$ cat src/rtl/dual_issue_ctrl.sv
// dual_issue_ctrl: pairs two decoded instructions for dual issue, deferring slot 2 on hazards
module dual_issue_ctrl (
    input  logic        clk,
    input  logic        reset,
    input  logic        in_valid,
    input  logic [7:0]  in_pc,
    input  logic [4:0]  s1_dst,
    input  logic [4:0]  s2_dst,
    input  logic        s1_we,
    input  logic        s2_we,
    input  logic [4:0]  s2_src1,
    input  logic [4:0]  s2_src2,
    input  logic        s1_mem,
    input  logic        s2_mem,
    input  logic        ex_stall,
    input  logic        redirect,
    output logic        in_ready,
    output logic        iss1_valid,
    output logic        iss2_valid,
    output logic [7:0]  iss1_pc,
    output logic [7:0]  iss2_pc,
    output logic        flush_D_2,
    output logic [15:0] pair_cnt,
    output logic [15:0] split_cnt
);
    typedef enum logic {PAIR, HOLD} state_t;

    state_t     state;
    logic [7:0] hold_pc;
    logic [7:0] pc_next;
    logic       raw;
    logic       waw;
    logic       mem_clash;
    logic       conflict;

    assign pc_next   = in_pc + 8'd1;
    assign raw       = s1_we & (s1_dst != 5'd0) & ((s2_src1 == s1_dst) | (s2_src2 == s1_dst));
    assign waw       = s1_we & s2_we & (s1_dst == s2_dst) & (s1_dst != 5'd0);
    assign mem_clash = s1_mem & s2_mem;
    assign conflict  = raw | waw | mem_clash;
    assign in_ready  = (state == PAIR) & ~ex_stall & ~redirect & ~reset;

    // Issue FSM: redirect flushes, stall freezes, HOLD replays deferred slot 2, PAIR pairs or splits
    always_ff @(posedge clk or posedge reset) begin
        if (reset) begin
            state      <= PAIR;
            hold_pc    <= 8'd0;
            iss1_valid <= 1'b0;
            iss2_valid <= 1'b0;
            iss1_pc    <= 8'd0;
            iss2_pc    <= 8'd0;
            flush_D_2  <= 1'b0;
            pair_cnt   <= 16'd0;
            split_cnt  <= 16'd0;
        end else if (redirect) begin
            state      <= PAIR;
            hold_pc    <= 8'd0;
            iss1_valid <= 1'b0;
            iss2_valid <= 1'b0;
            iss1_pc    <= 8'd0;
            iss2_pc    <= 8'd0;
            flush_D_2  <= 1'b1;
        end else if (!ex_stall) begin
            if (state == HOLD) begin
                state      <= PAIR;
                hold_pc    <= 8'd0;
                iss1_valid <= 1'b1;
                iss1_pc    <= hold_pc;
                iss2_valid <= 1'b0;
                iss2_pc    <= 8'd0;
                flush_D_2  <= 1'b0;
            end else if (in_valid && conflict) begin
                state      <= HOLD;
                hold_pc    <= pc_next;
                iss1_valid <= 1'b1;
                iss1_pc    <= in_pc;
                iss2_valid <= 1'b0;
                iss2_pc    <= 8'd0;
                flush_D_2  <= 1'b1;
                split_cnt  <= split_cnt + {15'd0, split_cnt != 16'hFFFF};
            end else if (in_valid) begin
                iss1_valid <= 1'b1;
                iss1_pc    <= in_pc;
                iss2_valid <= 1'b1;
                iss2_pc    <= pc_next;
                flush_D_2  <= 1'b0;
                pair_cnt   <= pair_cnt + {15'd0, pair_cnt != 16'hFFFF};
            end else begin
                iss1_valid <= 1'b0;
                iss1_pc    <= 8'd0;
                iss2_valid <= 1'b0;
                iss2_pc    <= 8'd0;
                flush_D_2  <= 1'b0;
            end
        end
    end
endmodule

$ cat config.mk
export PLATFORM = sky130hd
export DESIGN_NAME = dual_issue_ctrl
export DESIGN_NICKNAME = d
export VERILOG_FILES = /design/src/rtl/dual_issue_ctrl.sv
export SDC_FILE = /design/constraint.sdc
export NUM_CORES = 1
export LEC_CHECK = 0
export CORE_MARGIN = 4
export CORE_UTILIZATION = 40
export DETAILED_ROUTE_END_ITERATION = 8
export GPL_TIMING_DRIVEN = 0
export PLACE_DENSITY = 0.76
export REMOVE_ABC_BUFFERS = 1
export SLEW_MARGIN = 20
export SYNTH_ARGS = -nofsm -noshare
export SYNTH_HDL_FRONTEND = slang
export SYNTH_SLANG_ARGS = --single-unit
$ cat constraint.sdc
create_clock -name clk -period 4.8 [get_ports clk]
set_input_delay 0.96 -clock clk [delete_from_list [all_inputs] [get_ports clk]]
set_output_delay 0.96 -clock clk [all_outputs]
set_load 0.005 [all_outputs]
==> impl_metrics.yaml <==
cts:
  postCtsResizedCells: 0
  hold_buffers: 0
  clkLatencyLatePin_ns: 0.32
  cts_buffers: 9
  cts-root-buf: "clkbuf_8"
  cts_setup_buffers: 0
  cts-htree-levels: 3
  path_clk_slew_ns: 0.06
  cts_max_path_buffers: 2
  cts_tree: "built"
  clock_sinks: 60
route:
  drc: 0
  postRouteAntennaNets: 0
  route.detailed.wl_per_inst_um: 14.85
  vias: 2360
  via_per_inst: 5.119
  drtIter0Drc: 116
  routed_wl_um: 6845
  first_pass_iters: 4
critical_path:
  crit_end: "in_ready"
  cp-start-kind: "primary input"
  critPathBufInv: 2
  rr_worst_depth: 10
  critPathCaptureType: "output port"
  r2r-start: "pair_cnt[7]$_DFFE_PP0P_"
  timing.rr.end: "pair_cnt[12]$_DFFE_PP0P_"
  cp-startpoint: "redirect"
  cp_slowest_cell: "clkdlybuf4s50_1"
  worstPathCellList: "clkdlybuf4s50_1 -> or2_2 -> nor3_1 -> clkdlybuf4s50_1"
  worstPathArrival_ns: 2.76
  cp_top_family: "buffers and inverters"
  cp.depth: 4
  criticalPathCategory: "in2out"
  critPathMostFrequentCell: "clkdlybuf4s50_1"
  crit_path_max_incr_delay_ns: 0.62
  cp.required_ns: 3.84
  reg2reg_slack_ns: 2.23
  crit_fanout: 13
global_route:
  grt_max_degree: 34
  grt_pass1_wl_um: 10990
  grt_pass1_vias: 2298
  grt_util_all_layers: 0.1555
  antenna_found_initial: 0
  grt-ovfl-total: 0
layout:
  final_cell_count_no_fill: 461
  postLayoutCoreUtil: 0.5738
  finalNetCount: 401
  final_cell_area_um2: 4207
  n_antenna_cell: 0
  syn_to_final_growth_pct: 37.96
  layout-drive-gt1-share: 0.09669
synth:
  syn_area_per_cell_um2: 11.17
  yosys.cell_types.count: 35
  synth.area.top_cells: "dfrtp_1, xnor2_1, nand4_1"
  synth_top_area_frac: 0.4924
  ys_seq_area_frac: 0.4924
  syn-cell-area_um2: 3049
  synth_cells: 273
  yosys.area.top_type: "dfrtp_1"
  synth-seq-cells: 60
  yosys_warnings: 0
run_status:
  status: "completed"
timing:
  max_freq_mhz: 268.7
  finalCritPeriodShare: 0.7754
  timing.final.max_slew_violations: 0
  fin_crit_ns: 3.722
  skew_ns: 0.009343
  finalSetupViolCount: 0
  fin_ws_ns: 1.078
  slew_headroom: 0.4298
  rsz0062_at_grt: "false"
  finalHoldViolations: 0
  tightest_slew_ns: 0.8521
  tns_ns: 0
power:
  power.share.sequential: 0.446
  vdd_drop_max_mv: 0.1705
  swShare: 0.2634
  clockPowerShare: 0.346
  p_int_w: 0.001010
  pwr-share-comb: 0.209
  p_leak_nw: 1.782
  powerDensity_nw_per_um2: 325.8
  switchingPower_w: 0.0003610
placed_design:
  dp_cells: 447
  io_buffers: 88
  gp_congestion: 0.9070
  place_ws_ns: 1.067
  place_area_um2: 3998
  dp_hpwl_um: 5076
floorplanning:
  die_y_um: 95.31
  die_w_um: 95.31
  ios: 89
  core_area_um2: 7331
  rows: 31
  start_util: 0.4159
  dieArea_um2: 9084
run:
  drv_cap: 0
worst_hold_path:
  hold_path_class: "reg2reg"
## synth_stat cells (all sizes together)
library cell  count
a21o              2
a21oi             2
a221o             8
a22o              6
a31oi             1
and2              4
and3             14
and4              2
buf               5
clkbuf            9
dfrtp            60
ha                5
inv               4
mux2             12
nand2            10
nand3            13
nand4            23
nor2             20
nor2b             1
nor3              4
nor4              1
nor4b             1
o211ai            1
o21ai            12
o21ba             1
or2               1
or3               1
or4               1
xnor2            35
xor2             14
## worst register-to-register path: stages (launching register included)
cell     delay, ns
dfrtp_1       0.43
and3_1        0.22
and4_1        0.23
and3_1        0.20
nand4_1       0.09
ha_1          0.32
ha_1          0.22
and3_1        0.19
and2_1        0.23
nand4_1       0.14
xnor2_1       0.17
## sequential cells by signal, indices dropped and copies added, names as in the netlist
signal and flops:
pair_cnt 16, split_cnt 16, hold_pc 8, iss1_pc 8
iss2_pc 8, flush_D_2 1, iss1_valid 1, iss2_valid 1
state 1
## layout by cell type (no fill, tap or decap)
cell,n
a21o_1,2
a21oi_1,2
a221o_1,8
a22o_1,6
a31oi_4,1
and2_1,4
and3_1,14
and4_1,2
buf_12,1
bufinv_16,1
clkbuf_8,13
clkdlybuf4s50_1,88
dfrtp_1,60
ha_1,5
inv_1,3
inv_4,1
mux2_2,4
mux2_4,8
nand2_1,10
nand3_1,13
nand4_1,23
nor2_1,20
nor2b_1,1
nor3_1,3
nor3_4,1
nor4_2,1
nor4b_2,1
o211ai_1,1
o21ai_0,11
o21ai_2,1
o21ba_2,1
or2_2,1
or3_1,1
or4_1,1
xnor2_1,35
xor2_1,14
## power by group through the flow
| stage | combinational (W) | clock [W] | sequential, W |
|---|---|---|---|
| after global routing | 0.000317 | 0.000506 | 0.000617 |
| final | 0.000286 | 0.000474 | 0.000611 |
| after floorplan | 0.000135 | 0 | 0.000607 |
| after global placement | 0.000280 | 0 | 0.000616 |
| after detailed placement | 0.000288 | 0 | 0.000617 |
| after CTS | 0.000289 | 0.000484 | 0.000609 |
## cell families after synthesis
family,share of synthesized area
multiplexers,0.05417
XOR/XNOR,0.1407
buffers and inverters,0.03077
AO/OA/AOI/OAI,0.08535
flip-flops,0.4924
AND/OR/NAND/NOR,0.1760
adder cells (fa/ha/maj),0.02052
## how the worst min path moves through the flow
| stage | from | end | slack [ns] | cells past startpoint |
|---|---|---|---|---|
| 6_report | iss2_valid$_DFFE_PP0P_ | iss2_valid$_DFFE_PP0P_ | 0.48 | 2 |
| 2_1_floorplan | iss2_valid$_DFFE_PP0P_ | iss2_valid$_DFFE_PP0P_ | 0.47 | 2 |
| 3_5_place_dp | iss2_valid$_DFFE_PP0P_ | iss2_valid$_DFFE_PP0P_ | 0.47 | 2 |
| 5_1_grt | pair_cnt[14]$_DFFE_PP0P_ | pair_cnt[14]$_DFFE_PP0P_ | 0.51 | 1 |
| 4_1_cts | iss2_valid$_DFFE_PP0P_ | iss2_valid$_DFFE_PP0P_ | 0.49 | 2 |
| 3_3_place_gp | iss2_valid$_DFFE_PP0P_ | iss2_valid$_DFFE_PP0P_ | 0.46 | 2 |
## through the flow
step                hold slack [ns]  power (W)
finish                       0.4814   0.001371
floorplan                    0.4711  0.0007420
detailed placement           0.4748  0.0009055
CTS                          0.4898   0.001381
global placement             0.4640  0.0008964
global route                 0.5091   0.001440
## layer usage
layer	GRT usage	routed length [um]
met3	0.04499	422
met2	0.2426	3130
met1	0.2051	3222
met5	0	0
met4	0.05649	70
## layout make-up
type                    count  area, um2
fillers                   601       3124
flip-flops and latches     60       1501
multi-input cells         195       1454
repair buffers             89      900.9
clock buffers              13      178.9
well taps                  99      123.9
clock inverters             1      30.03
inverters                   4      17.52
Note: power is estimated with default switching activity, not from simulation.
==> RTL change (same settings) <==
Put one more register stage on the output `pair_cnt`, cleared by the reset. The value now appears one clock later. The other outputs are not delayed to match.
--- a/src/rtl/dual_issue_ctrl.sv
+++ b/src/rtl/dual_issue_ctrl.sv
@@ -27,2 +27,4 @@
 
+    logic [15:0] pair_cnt_s0;
+
     state_t     state;
@@ -52,3 +54,3 @@
             flush_D_2  <= 1'b0;
-            pair_cnt   <= 16'd0;
+            pair_cnt_s0 <= 16'd0;
             split_cnt  <= 16'd0;
@@ -86,3 +88,3 @@
                 flush_D_2  <= 1'b0;
-                pair_cnt   <= pair_cnt + {15'd0, pair_cnt != 16'hFFFF};
+                pair_cnt_s0 <= pair_cnt_s0 + {15'd0, pair_cnt_s0 != 16'hFFFF};
             end else begin
@@ -96,2 +98,10 @@
     end
+    always_ff @(posedge clk or posedge reset) begin
+        if (reset) begin
+            pair_cnt <= '0;
+        end else begin
+            pair_cnt <= pair_cnt_s0;
+        end
+    end
+
 endmodule
Behaviour: not the same (a bounded check fails within 4 cycles, from zero or initial values and one cycle with reset high).
==> RTL change against the original RTL <==
Sequential power rose by 22%; design area rose by 11%; synthesized area rose by 12%; power rose by 15%; wire length rose by 13%; worst setup slack improved by 0.045 ns; sequential cell count rose by 16; worst hold slack got worse by 0.069 ns.
==> RTL change: results (changes against the original RTL) <==
* Hold Crit Depth at 0 (-2)
* Reg2reg start: state
* Internal at 1.19 mW (+17%)
* Slew headroom at 43.0% (about the same)
* Clock Skew at 0.00832 ns (-0.00102 ns)
* Worst reg2reg path endpoint: split_cnt[14]
* Synthesized-area fraction occupied by adder cells at 1.83% (-0.22 points)
* Layout cells sized above 1 at 9.25% (-0.42 points)
* FF-to-FF setup slack at 1.94 ns (-0.29 ns)
* Post-Route WL at 7740 µm (+13%)
* Crit path DAT at 2.72 ns (-0.04 ns)
* Post-synthesis compound-gate area fraction at 8.93% (+0.39 points)
* Flop pwr share at 47.2% (+2.6 points)
* Top area cells in the synthesized netlist: dfrtp_1 56%, xnor2_1 6.7%, xor2_1 5.9%
* Post-Synth XOR/XNOR Area at 12.6% (-1.5 points)
* Top Registers: pair_cnt: 16 flops, pair_cnt_s0: 16 flops, split_cnt: 16 flops
* Distinct cell type count after synthesis at 40 (+14%)
* Lkg Pwr at 2.04 nW (+14%)
* Initial drt markers at 59 (-49%)
* GRT Util Overall at 16.5% (+0.99 points)
* R2R cell count at 7 (-3)
* Hold Startpoint: pair_cnt_s0[9]
* Hold Crit Endpoint: pair_cnt[9]
* CP max FO at 12 (-1)
* Clock latency on the worst-skew pair at 0.34 ns (+0.02 ns)
* First-pass GRT wire length at 13300 µm (+21%)
* Synth top cells by count: 76 x dfrtp_1, 34 x nor2_1, 26 x xnor2_1
* Post-synthesis mux area share at 2.63% (-2.8 points)
* Fin nets at 437 (+9.0%)
* Placer Congestion at 0.887 (-2.2%)
* Sequential cell area fraction in the yosys report at 55.6% (+6.4 points)
* VDD IR max at 253 µV (+49%)
* Status: finished, final reports clean
* DP HPWL at 5790 µm (+14%)
RTL change: cell type report:
type                            instances  area (µm²)
Tap cell                              105         131
Inverter                                4        17.5
Clock buffer                           10         128
Sequential cell                        76        1900
Timing Repair Buffer                   89         901
Clock inverter                          6         113
Fill cell                             740        3600
Multi-Input combinational cell        215        1460
RTL change: cells by family (layout without fill, tap and decap cells):
family          Yosys count  in the layout
simple gates            112            112
flops                    76             76
xor+xnor                 49             49
compound gates           41             41
buf+inv                  14            109
mux                       8              8
fa+ha+maj                 5              5
RTL change: metal layers:
layer	track usage, %	wire length [µm]	up-vias
li1	-	-	1254
met1	20.9	3300	1274
met2	28.0	3990	61
met3	4.43	328	12
met5	0	0	-
met4	4.66	121	0
RTL change: worst max path at each step:
stage,endpoint,depth (start not counted)
after floorplan,split_cnt[10],7
after global placement,split_cnt[14],8
after detailed placement,hold_pc[4],5
after CTS,in_ready,4
after global routing,split_cnt[14],8
final,in_ready,4
RTL change: per-stage QoR:
stage | worst slack [ns] | cell area [µm²] | instances | hold WS, ns | util [%]
after floorplan | 1.81 | 3370 | 295 | 0.385 | -
after global placement | 0.535 | 4380 | 488 | 0.399 | 53.1
after detailed placement | 0.818 | 4410 | 489 | 0.396 | 53.4
after CTS | 1.12 | 4650 | 505 | 0.414 | 56.3
after global routing | 0.883 | 4650 | 505 | 0.443 | 56.3
final | 1.12 | 4650 | 505 | 0.412 | 56.3
RTL change: power by group through the flow:
stage          registers [mW]  clock network (mW)  logic [mW]
2_1_floorplan           0.746                   0       0.116
3_3_place_gp            0.752                   0       0.248
3_5_place_dp            0.754                   0       0.258
4_1_cts                 0.743               0.594       0.259
5_1_grt                 0.752               0.626       0.286
6_report                0.743               0.577       0.255
